===== config.mk =====
export PLATFORM = sky130hd
export DESIGN_NAME = coco_bus_timing_flat
export DESIGN_NICKNAME = d
export VERILOG_FILES = /design/src/rtl/coco_bus_timing_if.sv /design/src/rtl/coco_bus_timing.sv /design/src/flat_wrapper.sv
export SDC_FILE = /design/constraint.sdc
export NUM_CORES = 1
export LEC_CHECK = 0
export CORE_AREA = 10 10 120 122
export DETAILED_ROUTE_END_ITERATION = 12
export DIE_AREA = 0 0 130 132
export GPL_TIMING_DRIVEN = 0
export PLACE_DENSITY_LB_ADDON = 0.3
export SYNTH_ARGS = -nofsm -noshare
export SYNTH_HDL_FRONTEND = slang
export SYNTH_SLANG_ARGS = --single-unit

===== constraint.sdc =====
create_clock -name clk -period 7.5 [get_ports clk]
set_input_delay 1.875 -clock clk [delete_from_list [all_inputs] [get_ports clk]]
set_output_delay 1.875 -clock clk [all_outputs]
set_load 0.02 [all_outputs]

===== src/rtl/coco_bus_timing_if.sv =====
// Purpose: bus bundle between the CoCo bus-timing sequencer and its clients (CPU, DMA channels, RAM).
// Latency: none, wires only.
// Backpressure: none; requests are pulses and the sequencer owns all RAM timing.
interface coco_bus_timing_if #(
    parameter int ADDR_W = 16,
    parameter int DATA_W = 8,
    parameter int CH     = 2
);
    // clock phases
    logic                 rate;
    logic                 ena;
    logic                 e;
    logic                 q;
    logic [3:0]           ph;
    // CPU port
    logic [ADDR_W-1:0]    cpu_addr;
    logic                 cpu_we;
    logic [DATA_W-1:0]    cpu_wdata;
    logic [DATA_W-1:0]    cpu_rdata;
    // DMA read channels, channel 0 in the LSBs
    logic [CH-1:0]        ch_req;
    logic [CH*ADDR_W-1:0] ch_addr;
    logic [CH*DATA_W-1:0] ch_data;
    logic [CH-1:0]        ch_valid;
    // synchronous RAM port
    logic [ADDR_W-1:0]    mem_addr;
    logic                 mem_rd;
    logic                 mem_wr;
    logic [DATA_W-1:0]    mem_wdata;
    logic [DATA_W-1:0]    mem_rdata;
    // statistics
    logic [15:0]          drop_cnt;

    // sequencer side
    modport master (
        input  rate, cpu_addr, cpu_we, cpu_wdata, ch_req, ch_addr, mem_rdata,
        output ena, e, q, ph, cpu_rdata, ch_data, ch_valid,
               mem_addr, mem_rd, mem_wr, mem_wdata, drop_cnt
    );

    // CPU / DMA / RAM side
    modport slave (
        output rate, cpu_addr, cpu_we, cpu_wdata, ch_req, ch_addr, mem_rdata,
        input  ena, e, q, ph, cpu_rdata, ch_data, ch_valid,
               mem_addr, mem_rd, mem_wr, mem_wdata, drop_cnt
    );
endinterface


===== src/rtl/coco_bus_timing.sv =====
// Purpose: CoCo bus timing: ena divider, 6809 E/Q phases, RAM slot sequencer for CPU + CH round-robin DMA readers.
// Latency: slot strobe in cycle T, RAM data valid in T+1, cpu_rdata/ch_data/ch_valid update at the end of T+1.
// Backpressure: none; a DMA re-request while still pending overwrites the address (counted when COCO_BUS_STATS_EN is defined).
module coco_bus_timing #(
    parameter int DIV    = 4,
    parameter int ADDR_W = 16,
    parameter int DATA_W = 8,
    parameter int CH     = 2
) (
    input  logic               clk,
    input  logic               reset,
    coco_bus_timing_if.master  bus
);
    localparam int DCW = (DIV > 1) ? $clog2(DIV) : 1;
    localparam int RRW = 2;

    logic [DCW-1:0]               r_div;
    logic                         r_ena;
    logic [3:0]                   r_ph;
    logic                         r_rate;
    logic [CH-1:0]                r_pend;
    logic [CH-1:0][ADDR_W-1:0]    r_addr;
    logic [RRW-1:0]               r_rr;
    logic                         r_cap_cpu;
    logic [CH-1:0]                r_cap_ch;
    logic [DATA_W-1:0]            r_cpu_rdata;
    logic [CH-1:0][DATA_W-1:0]    r_ch_data;
    logic [CH-1:0]                r_ch_valid;

    logic [CH-1:0][ADDR_W-1:0]    w_ch_addr;
    logic                         w_slot_dma;
    logic                         w_slot_cpu;
    logic                         w_gnt_found;
    logic [RRW-1:0]               w_gnt_idx;
    int                           w_best;
    logic                         w_dma_rd;
    logic                         w_cpu_rd;
    logic                         w_cpu_wr;
    logic [CH-1:0]                w_grant;
    logic [ADDR_W-1:0]            w_dma_addr;

    assign w_ch_addr  = bus.ch_addr;
    assign w_slot_dma = r_ena && (r_ph == 4'd0 || r_ph == 4'd4);
    assign w_slot_cpu = r_ena && (r_ph == 4'd8);
    assign w_dma_rd   = w_slot_dma && w_gnt_found;
    assign w_cpu_rd   = w_slot_cpu && !bus.cpu_we;
    assign w_cpu_wr   = w_slot_cpu && bus.cpu_we;

    // master clock divider: ena is a registered one-clock pulse every DIV clocks
    always_ff @(posedge clk or posedge reset) begin
        if (reset) begin
            r_div <= '0;
            r_ena <= 1'b0;
        end else begin
            r_ena <= (r_div == DCW'(DIV - 1));
            r_div <= (r_div == DCW'(DIV - 1)) ? '0 : r_div + 1'b1;
        end
    end

    // phase counter; rate is only picked up at the end of an E cycle so cycles never get torn
    always_ff @(posedge clk or posedge reset) begin
        if (reset) begin
            r_ph   <= 4'd0;
            r_rate <= 1'b0;
        end else if (r_ena) begin
            if (r_ph >= 4'd14) begin
                r_rate <= bus.rate;
            end
            // wrap explicitly: a rate change sampled at 14 must not make 15 step by two
            if (r_ph == 4'd15 || (r_ph == 4'd14 && r_rate)) begin
                r_ph <= 4'd0;
            end else begin
                r_ph <= r_ph + (r_rate ? 4'd2 : 4'd1);
            end
        end
    end

    // round-robin pick: pending channel with the smallest distance from rr
    always_comb begin
        w_gnt_found = 1'b0;
        w_gnt_idx   = '0;
        w_best      = CH;
        for (int i = 0; i < CH; i++) begin
            if (r_pend[i] && ((i - int'(r_rr) + CH) % CH) < w_best) begin
                w_best      = (i - int'(r_rr) + CH) % CH;
                w_gnt_idx   = RRW'(i);
                w_gnt_found = 1'b1;
            end
        end
    end

    // one-hot grant and the latched address of the granted channel
    always_comb begin
        w_grant    = '0;
        w_dma_addr = '0;
        for (int i = 0; i < CH; i++) begin
            w_grant[i] = w_dma_rd && (w_gnt_idx == RRW'(i));
            if (w_grant[i]) begin
                w_dma_addr = r_addr[i];
            end
        end
    end

    // request capture; a request on the grant clock re-arms pend while the grant uses the old address
    always_ff @(posedge clk or posedge reset) begin
        if (reset) begin
            r_pend <= '0;
            r_addr <= '0;
        end else begin
            for (int i = 0; i < CH; i++) begin
                if (bus.ch_req[i]) begin
                    r_addr[i] <= w_ch_addr[i];
                    r_pend[i] <= 1'b1;
                end else if (w_grant[i]) begin
                    r_pend[i] <= 1'b0;
                end
            end
        end
    end

    // round-robin pointer moves past the granted channel; idle slots leave it alone
    always_ff @(posedge clk or posedge reset) begin
        if (reset) begin
            r_rr <= '0;
        end else if (w_dma_rd) begin
            r_rr <= (w_gnt_idx == RRW'(CH - 1)) ? '0 : w_gnt_idx + 1'b1;
        end
    end

    // remember who owns the read in flight; reset here is what aborts an access
    always_ff @(posedge clk or posedge reset) begin
        if (reset) begin
            r_cap_cpu <= 1'b0;
            r_cap_ch  <= '0;
        end else begin
            r_cap_cpu <= w_cpu_rd;
            r_cap_ch  <= w_grant;
        end
    end

    // land RAM read data one clock after the strobe and pulse the channel valid
    always_ff @(posedge clk or posedge reset) begin
        if (reset) begin
            r_cpu_rdata <= '0;
            r_ch_data   <= '0;
            r_ch_valid  <= '0;
        end else begin
            if (r_cap_cpu) begin
                r_cpu_rdata <= bus.mem_rdata;
            end
            for (int i = 0; i < CH; i++) begin
                if (r_cap_ch[i]) begin
                    r_ch_data[i] <= bus.mem_rdata;
                end
            end
            r_ch_valid <= r_cap_ch;
        end
    end

`ifdef COCO_BUS_STATS_EN
    logic        w_drop;
    logic [15:0] r_drop_cnt;

    assign w_drop = |(bus.ch_req & r_pend & ~w_grant);

    // saturating drop counter; simultaneous drops count once
    always_ff @(posedge clk or posedge reset) begin
        if (reset) begin
            r_drop_cnt <= 16'd0;
        end else if (w_drop && r_drop_cnt != 16'hFFFF) begin
            r_drop_cnt <= r_drop_cnt + 16'd1;
        end
    end

    assign bus.drop_cnt = r_drop_cnt;
`else
    assign bus.drop_cnt = 16'd0;
`endif

    assign bus.ena       = r_ena;
    assign bus.ph        = r_ph;
    assign bus.e         = r_ph[3];
    assign bus.q         = r_ph[3] ^ r_ph[2];
    assign bus.cpu_rdata = r_cpu_rdata;
    assign bus.ch_data   = r_ch_data;
    assign bus.ch_valid  = r_ch_valid;
    assign bus.mem_rd    = w_dma_rd | w_cpu_rd;
    assign bus.mem_wr    = w_cpu_wr;
    assign bus.mem_addr  = w_dma_rd ? w_dma_addr : (w_slot_cpu ? bus.cpu_addr : '0);
    assign bus.mem_wdata = w_cpu_wr ? bus.cpu_wdata : '0;
endmodule


===== src/flat_wrapper.sv =====
// flat-port wrapper written by rule: the top's interface ports become plain ports
module coco_bus_timing_flat 
#(
    parameter int DIV    = 4,
    parameter int ADDR_W = 16,
    parameter int DATA_W = 8,
    parameter int CH     = 2
)
  (clk, reset, bus_rate, bus_cpu_addr, bus_cpu_we, bus_cpu_wdata, bus_ch_req, bus_ch_addr, bus_mem_rdata, bus_ena, bus_e, bus_q, bus_ph, bus_cpu_rdata, bus_ch_data, bus_ch_valid, bus_mem_addr, bus_mem_rd, bus_mem_wr, bus_mem_wdata, bus_drop_cnt);
  coco_bus_timing_if #(.ADDR_W(ADDR_W), .DATA_W(DATA_W), .CH(CH)) bus_i ();
  input  logic clk;
  input  logic reset;
  input wire logic [$bits(bus_i.rate)-1:0] bus_rate;
  input wire logic [$bits(bus_i.cpu_addr)-1:0] bus_cpu_addr;
  input wire logic [$bits(bus_i.cpu_we)-1:0] bus_cpu_we;
  input wire logic [$bits(bus_i.cpu_wdata)-1:0] bus_cpu_wdata;
  input wire logic [$bits(bus_i.ch_req)-1:0] bus_ch_req;
  input wire logic [$bits(bus_i.ch_addr)-1:0] bus_ch_addr;
  input wire logic [$bits(bus_i.mem_rdata)-1:0] bus_mem_rdata;
  output wire logic [$bits(bus_i.ena)-1:0] bus_ena;
  output wire logic [$bits(bus_i.e)-1:0] bus_e;
  output wire logic [$bits(bus_i.q)-1:0] bus_q;
  output wire logic [$bits(bus_i.ph)-1:0] bus_ph;
  output wire logic [$bits(bus_i.cpu_rdata)-1:0] bus_cpu_rdata;
  output wire logic [$bits(bus_i.ch_data)-1:0] bus_ch_data;
  output wire logic [$bits(bus_i.ch_valid)-1:0] bus_ch_valid;
  output wire logic [$bits(bus_i.mem_addr)-1:0] bus_mem_addr;
  output wire logic [$bits(bus_i.mem_rd)-1:0] bus_mem_rd;
  output wire logic [$bits(bus_i.mem_wr)-1:0] bus_mem_wr;
  output wire logic [$bits(bus_i.mem_wdata)-1:0] bus_mem_wdata;
  output wire logic [$bits(bus_i.drop_cnt)-1:0] bus_drop_cnt;
  assign bus_i.rate = bus_rate;
  assign bus_i.cpu_addr = bus_cpu_addr;
  assign bus_i.cpu_we = bus_cpu_we;
  assign bus_i.cpu_wdata = bus_cpu_wdata;
  assign bus_i.ch_req = bus_ch_req;
  assign bus_i.ch_addr = bus_ch_addr;
  assign bus_i.mem_rdata = bus_mem_rdata;
  assign bus_ena = bus_i.ena;
  assign bus_e = bus_i.e;
  assign bus_q = bus_i.q;
  assign bus_ph = bus_i.ph;
  assign bus_cpu_rdata = bus_i.cpu_rdata;
  assign bus_ch_data = bus_i.ch_data;
  assign bus_ch_valid = bus_i.ch_valid;
  assign bus_mem_addr = bus_i.mem_addr;
  assign bus_mem_rd = bus_i.mem_rd;
  assign bus_mem_wr = bus_i.mem_wr;
  assign bus_mem_wdata = bus_i.mem_wdata;
  assign bus_drop_cnt = bus_i.drop_cnt;
  coco_bus_timing #(.DIV(DIV), .ADDR_W(ADDR_W), .DATA_W(DATA_W), .CH(CH)) u_core (.clk(clk), .reset(reset), .bus(bus_i));
endmodule

==> reports/qor.csv, run 1 <==
metric,value,unit
status,finished clean,
path_max_fanout,9,
die_y,132,microns
ys_ff_latch,72,
portBuffers,126,
yosysWarnings,0,
wl_per_cell,17.47,microns
start_util,0.2963,
avgSynthCellArea,12.26,sq um
diodes,0,
hp-class,register to register,
holdBufCountCts,0,
crit_path_frequent_cell,clkdlybuf4s50_1,
drt_wl_total,10.34,mm
power.total,1.759,mW
grt_max_degree,71,
crit_type,input pin to output port,
crit_slowest_cell,clkdlybuf4s50_1,
critPathLaunchType,input pin,
finClkSkew,0.005601,ns
slew_violations,0,
critPathMaxStageDelay,0.62,ns
synth_cell_types,36,
reg2reg_setup_slack,5.84,ns
boundaryPins,145,
synth_commonest_cells,"dfrtp_1, mux2_2, a21oi_1",
root_buffer,clkbuf_16,
vdd_drop_max,0.1037,mV
rsz0062_at_grt,false,
ys.flop_type,dfrtp_1,
netlist_instances,288,
maxCapViolCount,0,
antenna_found_initial,0,
dieWidth,130,microns
drc,0,
p_per_area,327.5,nW/um^2
synth_top_area_share,0.5105,
cts_sinks,72,
cts_htree_levels,3,
gp_congestion,0.7471,
clk_pin_slew,0.06,ns
cp_num_buf_inv,3,
drive_gt1_frac,0.2584,
dp_hpwl,7.919,mm
fin_cells,592,
fin_crit,5.363,ns
fillers,1126,
clock_path_buffers,2,
p_leak,2.226,nW
max_freq,186.5,MHz
hold_viol_final,0,
design.core.area,11910,sq um
yosys.area.top_type,dfrtp_1,
async_flop_share,1.000,
yosysSeqAreaShare,0.5105,
grt-ovfl-total,0,
cts_tree,yes,
cts_made_buffers,9,
clkLatencyLatePin,0.33,ns
path_cells,clkdlybuf4s50_1 -> and3_1 -> clkbuf_1 -> and2_1 -> clkdlybuf4s50_1,
slew_headroom,0.6061,
syn-cell-area,3530,sq um
tns,0,ns
required,5.62,ns
dp_cells,577,
worst_pin_slew,0.5909,ns
antenna_left,0,
synth_most_common_cell,dfrtp_1,
rows,40,
die_area,17160,sq um
holdWs,0.3746,ns
grt_pass1_wl,16.27,mm
vias_per_cell,4.617,
setup_violations,0,
drtIter0Drc,122,
post-cts-setup-buffer-count,0,
fin_nets,519,
vias,2733,
cts-resized-gates,0,
crit_family,buffers and inverters,
period_share,0.7151,
synth_area_leaders,"dfrtp_1, mux2_2, buf_4",
arrival,3.49,ns
grt_pass1_vias,3055,
fin_util,0.4509,
area_growth,52.18,%
first_pass_iters,4,
endpoint_kind,output port,
synth_edf_count,0,
grt.total_usage,0.1205,
[power breakdown]
| part | total [mW] | internal [mW] | switching (mW) |
|---|---|---|---|
| Combinational | 0.758 | 0.355 | 0.404 |
| Clock | 0.450 | 0.288 | 0.162 |
| Sequential | 0.551 | 0.486 | 0.0648 |
| Total | 1.76 | 1.13 | 0.631 |
[flip-flops by register name, summed over array words and instances, names as in the netlist, 2 cells and up]
signal and cells:
u_core.bus.ch_data 16, u_core.bus.cpu_rdata 8, u_core.r_div 2, u_core.r_pend 2, u_core.bus.ph 4, u_core.bus.ch_valid 2
u_core.r_cap_ch 2, u_core.r_addr 32
[final timing paths]
kind / from / endpoint / cells after the start
max: bus_cpu_we / bus_mem_wdata[1] / 5
min: u_core.r_cap_ch[0] / u_core.bus.ch_valid[0] / 0
max reg2reg: u_core.bus.ph[2] / u_core.r_rr[0] / 7
min reg2reg: u_core.r_cap_ch[0] / u_core.bus.ch_valid[0] / 0
max in group asynchronous: reset / u_core.r_addr[3] / 3
min in group asynchronous: reset / u_core.bus.cpu_rdata[5] / 2
[worst reg2reg max path: stages (launching register included)]
cell and delay [ns]:
dfrtp_1 0.45, inv_1 0.09, ha_1 0.25, o22a_1 0.17, buf_2 0.17, buf_2 0.20, a21oi_1 0.15, nor2_1 0.05
[layer usage]
layer  track usage  vias up  wire [microns]
met5             0        -               0
met4       0.03063        0              55
met3       0.06235        5            1112
met2        0.2007       90            5151
met1        0.1310     1337            4024
li1              -     1301               -
[per-stage QoR]
stage	setup WS, ns	cell area (sq um)
2_1_floorplan	3.019	3586
3_3_place_gp	2.121	5031
3_5_place_dp	2.102	5061
4_1_cts	2.105	5371
5_1_grt	2.038	5371
6_report	2.137	5371
[layout by cell type, fill, tap and decap left out, types with 7 or more instances in the layout]
cell type,instances
clkdlybuf4s50_1,126
dfrtp_1,72
mux2_2,58
a21oi_1,20
buf_4,17
a31oi_1,16
conb_1,16
o21ai_0,13
clkbuf_1,11
clkbuf_16,9
nor2_1,8
a211oi_2,8
a211oi_1,8
and2_1,8
ha_1,7
[kinds of logic after synthesis]
kind of cell,Yosys count,synth area share
mux,59,0.1879
buf+inv,46,0.07869
fa+ha+maj,8,0.03048
simple gates,27,0.04467
flops,72,0.5105
compound gates,74,0.1443
other cells,1,0.001062
xor+xnor,1,0.002482
[area by class of cell]
cell class | count | area (sq um) | share of cell area
Tap cell | 147 | 183.9 | 0.03424
Clock inverter | 6 | 85.08 | 0.01584
Sequential cell | 72 | 1802 | 0.3354
Timing Repair Buffer | 127 | 1289 | 0.2399
Buffer | 38 | 247.7 | 0.04612
Clock buffer | 9 | 225.2 | 0.04193
Inverter | 8 | 32.53 | 0.006056
Multi-Input combinational cell | 185 | 1506 | 0.2805
Power figures use the tool's default switching activity.
==> run 2, diff against run 1 <==
==> constraint.sdc (replaced) <==
create_clock -name clk -period 4.45 [get_ports clk]
set_input_delay 1.1125 -clock clk [delete_from_list [all_inputs] [get_ports clk]]
set_output_delay 1.1125 -clock clk [all_outputs]
set_load 0.02 [all_outputs]
==> results of run 2 <==
Same layout as run 1 (identical final DEF). Status: finished clean.
Among the figures that moved: setup slack after placement 2.102 ns -> 0.5771 ns; setup slack after layout 2.137 ns -> 0.3526 ns; start point of the critical path bus_cpu_we -> u_core.bus.ph[2]; end point of the critical path bus_mem_wdata[1] -> bus_mem_addr[15]; register-to-register setup slack 5.84 ns -> 2.79 ns; total power 1.759 mW -> 2.965 mW; worst IR drop on VDD 0.1037 mV -> 0.1748 mV
